<file path="config.mk">
export PLATFORM = sky130hd
export DESIGN_NAME = wishbone_arbitrator_nm
export DESIGN_NICKNAME = d
export VERILOG_FILES = /design/src/rtl/wishbone_arbitrator_nm.sv
export SDC_FILE = /design/constraint.sdc
export NUM_CORES = 1
export LEC_CHECK = 0
export ABC_AREA = 1
export CELL_PAD_IN_SITES_DETAIL_PLACEMENT = 1
export CELL_PAD_IN_SITES_GLOBAL_PLACEMENT = 1
export CORE_AREA = 2 2 208 210
export DETAILED_ROUTE_END_ITERATION = 6
export DIE_AREA = 0 0 210 212
export PLACE_DENSITY_LB_ADDON = 0.12
export SYNTH_ARGS = -nofsm -noshare
export SYNTH_HDL_FRONTEND = slang
export SYNTH_SLANG_ARGS = --single-unit
</file>
<file path="constraint.sdc">
create_clock -name clk -period 2.1 [get_ports clk]
set_input_delay 0.21 -clock clk [delete_from_list [all_inputs] [get_ports clk]]
set_output_delay 0.21 -clock clk [all_outputs]
set_load 0.05 [all_outputs]
</file>
<file path="src/rtl/wishbone_arbitrator_nm.sv">
// N-master to 1-slave Wishbone arbiter: fixed-priority or round-robin selection,
// grant held for a whole CYC, optional stall timeout that aborts a hung slave access.
module wishbone_arbitrator_nm #(
  parameter int NUM_MASTERS = 4,
  parameter int ADDR_WIDTH  = 32,
  parameter int DATA_WIDTH  = 32,
  parameter int ROUND_ROBIN = 1,
  parameter int TIMEOUT     = 0
) (
  input  logic                                clk,
  input  logic                                rst,
  input  logic [NUM_MASTERS-1:0]              m_we_i,
  input  logic [NUM_MASTERS-1:0]              m_cyc_i,
  input  logic [NUM_MASTERS-1:0]              m_stb_i,
  input  logic [NUM_MASTERS*DATA_WIDTH/8-1:0] m_sel_i,
  input  logic [NUM_MASTERS*ADDR_WIDTH-1:0]   m_adr_i,
  input  logic [NUM_MASTERS*DATA_WIDTH-1:0]   m_dat_i,
  output logic [NUM_MASTERS*DATA_WIDTH-1:0]   m_dat_o,
  output logic [NUM_MASTERS-1:0]              m_ack_o,
  output logic [NUM_MASTERS-1:0]              m_err_o,
  output logic [NUM_MASTERS-1:0]              m_int_o,
  output logic                                s_we_o,
  output logic                                s_cyc_o,
  output logic                                s_stb_o,
  output logic [DATA_WIDTH/8-1:0]             s_sel_o,
  output logic [ADDR_WIDTH-1:0]               s_adr_o,
  output logic [DATA_WIDTH-1:0]               s_dat_o,
  input  logic [DATA_WIDTH-1:0]               s_dat_i,
  input  logic                                s_ack_i,
  input  logic                                s_int_i,
  output logic [NUM_MASTERS-1:0]              grant_o
);

  localparam int SW = DATA_WIDTH / 8;
  localparam int IW = (NUM_MASTERS > 1) ? $clog2(NUM_MASTERS) : 1;
  localparam int TW = $clog2(TIMEOUT + 2);

  localparam logic [1:0] IDLE    = 2'd0;
  localparam logic [1:0] GRANTED = 2'd1;
  localparam logic [1:0] ABORT   = 2'd2;

  logic [1:0]    state;
  logic [IW-1:0] gidx;
  logic [IW-1:0] ptr;
  logic [TW-1:0] cnt;
  logic [IW-1:0] win_idx;
  logic          found;
  logic          granted;
  logic          g_cyc;
  logic          g_stb;
  logic          timeout_hit;

  // Winner search; round-robin starts just after the last winner and wraps.
  always_comb begin
    int cand;
    win_idx = '0;
    found   = 1'b0;
    cand    = 0;
    for (int k = 0; k < NUM_MASTERS; k++) begin
      if (ROUND_ROBIN != 0) begin
        cand = int'(ptr) + 1 + k;
        if (cand >= NUM_MASTERS) cand = cand - NUM_MASTERS;
      end else begin
        cand = k;
      end
      if (!found && m_cyc_i[IW'(cand)]) begin
        found   = 1'b1;
        win_idx = IW'(cand);
      end
    end
  end

  assign granted = (state == GRANTED);
  assign g_cyc   = m_cyc_i[gidx];
  assign g_stb   = m_stb_i[gidx];

  // An ack arriving in the expiry cycle takes precedence over the abort.
  assign timeout_hit = (TIMEOUT > 0) && granted && (cnt == TW'(TIMEOUT)) && !s_ack_i;

  assign s_cyc_o = granted & g_cyc & ~timeout_hit;
  assign s_stb_o = granted & g_stb & ~timeout_hit;
  assign s_we_o  = granted & m_we_i[gidx];
  assign s_sel_o = granted ? m_sel_i[gidx*SW +: SW] : '0;
  assign s_adr_o = granted ? m_adr_i[gidx*ADDR_WIDTH +: ADDR_WIDTH] : '0;
  assign s_dat_o = granted ? m_dat_i[gidx*DATA_WIDTH +: DATA_WIDTH] : '0;

  assign m_dat_o = {NUM_MASTERS{s_dat_i}};
  assign m_ack_o = grant_o & {NUM_MASTERS{s_ack_i}};
  assign m_err_o = grant_o & {NUM_MASTERS{timeout_hit}};
  assign m_int_o = grant_o & {NUM_MASTERS{s_int_i}};

  always_ff @(posedge clk) begin
    if (rst) begin
      state   <= IDLE;
      grant_o <= '0;
      gidx    <= '0;
      ptr     <= IW'(NUM_MASTERS - 1);
      cnt     <= '0;
    end else begin
      case (state)
        IDLE: begin
          cnt <= '0;
          if (found) begin
            grant_o <= NUM_MASTERS'(1) << win_idx;
            gidx    <= win_idx;
            ptr     <= win_idx;
            state   <= GRANTED;
          end
        end
        GRANTED: begin
          if (timeout_hit) begin
            grant_o <= '0;
            cnt     <= '0;
            state   <= ABORT;
          end else if (!g_cyc && !s_ack_i) begin
            grant_o <= '0;
            cnt     <= '0;
            state   <= IDLE;
          end else if (s_ack_i) begin
            cnt <= '0;
          end else if (g_stb && (cnt != TW'(TIMEOUT))) begin
            cnt <= cnt + 1'b1;
          end
        end
        ABORT: begin
          // gidx still names the aborted master; it must drop CYC first.
          if (!m_cyc_i[gidx]) state <= IDLE;
        end
        default: state <= IDLE;
      endcase
    end
  end

endmodule

</file>
==> run_results.csv <==
group,metric,value,unit
run_status,status,"complete, no violations",
sta,slew_headroom,0.633,
layout,antenna_cells,0,
yosys,yosys.area.top_type,"nor2_1",
sta,fin_hold_ws,0.420,ns
power_and_ir_drop,power_frac_seq,0.036,
clocking,clk_latency,0.24,ns
clocking,postCtsHoldBufs,0,
layout,final_util,0.201,
placement,dp_hpwl,23700,um
power_and_ir_drop,switching_share,0.565,
power_and_ir_drop,powerDensity,1140,nW/um^2
layout,syn_to_final_growth,108,%
worst_setup_path,required,1.89,ns
die,initial_core_util,0.0966,
die,dieHeight,212,um
yosys,postSynthCellCount,808,
global_routing,grt_pass1_vias,6041,
detailed_routing,drc,0,
sta,final_max_slew_viol_count,0,
worst_setup_path,r2r_cells,11,
clocking,cts_setup_buffers,0,
detailed_routing,vias_per_cell,3.64,
clocking,cts_buffers,3,
worst_setup_path,cp_max_fo,28,
clocking,cts_tree,"done",
placement,placed_area,8350,sq um
power_and_ir_drop,p_clk_frac,0.035,
sta,max_freq,499,MHz
die,die_x,210,um
die,core,42500,sq um
global_routing,overflow,0,
detailed_routing,num_vias,5717,
worst_setup_path,worstPathArrival,1.79,ns
global_routing,grt_first_pass_wirelength,41100,um
placement,post-place-ws,0.113,ns
min_path,worst_hold_path_type,"in2out",
job,maxCapViolCount,0,
clocking,clock-sinks,9,
die,dieArea,44500,sq um
yosys,yosysWarnings,0,
detailed_routing,wl_per_cell,18.3,um
sta,skew,0.00420,ns
yosys,synth-seq-cells,9,
yosys,synth.yosys.seq_area_share,0.0439,
power_and_ir_drop,switchingPower,5.48,mW
die,rows,76,
power_and_ir_drop,pwr-share-comb,0.929,
layout,fillers,5129,
layout,stdcell_area,8530,sq um
die,io_pins,535,
layout,nNetsFinal,1344,
placement,portBuffers,370,
placement,place.gp.congestion,0.736,
detailed_routing,antenna_left,0,
power_and_ir_drop,power.internal,4.21,mW
clocking,h-tree-depth,1,
sta,tightest_slew,0.544,ns
sta,setup_viol,0,
worst_setup_path,path_class,"reg2out",
global_routing,grt_use_total,0.122,
sta,fin_crit,2.00,ns
power_and_ir_drop,ir_drop,0.450,mV
clocking,clkTransAtPathRegs,0.04,ns
layout,drive_above_1_share,0.167,
sta,hold_violations,0,
yosys,syn_area_per_cell,5.08,sq um
detailed_routing,routed_wl,28800,um
global_routing,antenna_found_initial,0,
yosys,synth_top_area_share,0.260,
detailed_routing,firstDrtPassIters,4,
sta,timing.final.crit_share,0.954,
clocking,clock_path_buffers,2,
worst_setup_path,startpoint_type,"register",
worst_setup_path,critPathCaptureType,"output port",
yosys,synthTopCellsByArea,"nor2_1 (26%), buf_4 (24%), o21ai_0 (17%)",
power_and_ir_drop,p_leak,3.32,nW
yosys,syn_area,4110,sq um
global_routing,grt_start_max_net_pins,46,
sta,grt_setup_unrepaired,"true",
clocking,cts_root_buf,"clkbuf_16",
yosys,synth_cell_types,26,
min_path,min_path_cells,0,
detailed_routing,drt_first_iter_violations,147,
sta,setup_slack,0.0960,ns
sequential cells by signal, summed over array words and instances, names as in the netlist:
| name | flops |
|---|---|
| gidx | 2 |
| state | 1 |
| ptr | 2 |
| grant_o | 4 |
metrics by stage:
step / power (mW) / TNS (ns) / cells
after floorplan: 5.68 / 0 / 811
after global placement: 9.43 / 0 / 1565
after detailed placement: 9.43 / 0 / 1565
after CTS: 9.81 / 0 / 1569
after global routing: 10.4 / -0.0365 / 1569
final: 9.70 / 0 / 1569
per-layer routing:
metal  wire length (um)  vias to the layer above  GRT usage
met5                  0                        -          0
met4                416                        0     0.0188
met3               1170                       38     0.0173
met2              15300                      170      0.233
met1              11900                     2612      0.147
li1                   -                     2897          -
synthesized netlist by cell type, drive strengths merged:
| library cell | count |
|---|---|
| a21oi | 78 |
| and2 | 1 |
| buf | 154 |
| clkbuf | 34 |
| conb | 1 |
| dfxtp | 9 |
| inv | 22 |
| nand2 | 57 |
| nand3 | 16 |
| nand3b | 2 |
| nand4 | 1 |
| nor2 | 286 |
| o211ai | 3 |
| o21ai | 144 |
power groups by stage:
stage          clock network (mW)  logic, mW  registers [mW]
2_1_floorplan                   0       5.29           0.390
3_3_place_gp                    0       9.07           0.364
3_5_place_dp                    0       9.07           0.359
4_1_cts                     0.349       9.10           0.358
5_1_grt                     0.362       9.70           0.369
6_report                    0.339       9.01           0.348
cell families after synthesis:
group,count (synthesis),share of synthesized area
other cells,1,0.000913
simple gates,363,0.359
buf+inv,210,0.320
flops,9,0.0439
compound gates,225,0.277
final timing paths:
kind | start | end | slack (ns)
worst min register to register | state[0]$_SDFFE_PP0P_ | state[0]$_SDFFE_PP0P_ | 0.53
worst min-delay path | s_dat_i[11] | m_dat_o[107] | 0.42
worst max register to register | ptr[1]$_SDFFE_PP1P_ | gidx[1]$_SDFFE_PP0P_ | 0.36
worst max-delay path | state[0]$_SDFFE_PP0P_ | s_adr_o[20] | 0.1
cell usage in the layout, fill, tap and decap left out, drive strengths merged:
master and n:
nand3 16, nand2 57, dfxtp 9, inv 21
o211ai 3, clkinv 2, nor2 286, a21oi 78
buf 105, nand3b 2, nand4 1, conb 4
o21ai 144, clkdlybuf4s50 291, clkbuf 3, and2 1
critical path, cell delays in order (launching register included):
cell and delay [ns]:
dfxtp_1 0.35, clkinv_2 0.29, buf_12 0.29, buf_4 0.19
a21oi_1 0.23, buf_12 0.18
layout make-up:
class                   instances  area, sq um  area share
repair buffers                396         4720       0.554
multi-input cells             592         2770       0.324
well taps                     546          683      0.0801
flip-flops and latches          9          188      0.0220
inverters                      22         91.3      0.0107
clock buffers                   3         75.1     0.00880
clock inverters                 1         5.00    0.000587
timing repair:
item                       in CTS  in global routing
setup endpoints to repair       2                 34
pin swaps                       0                  9
gates resized for setup         3                 26
No activity file was read; power rests on OpenSTA's default activity.
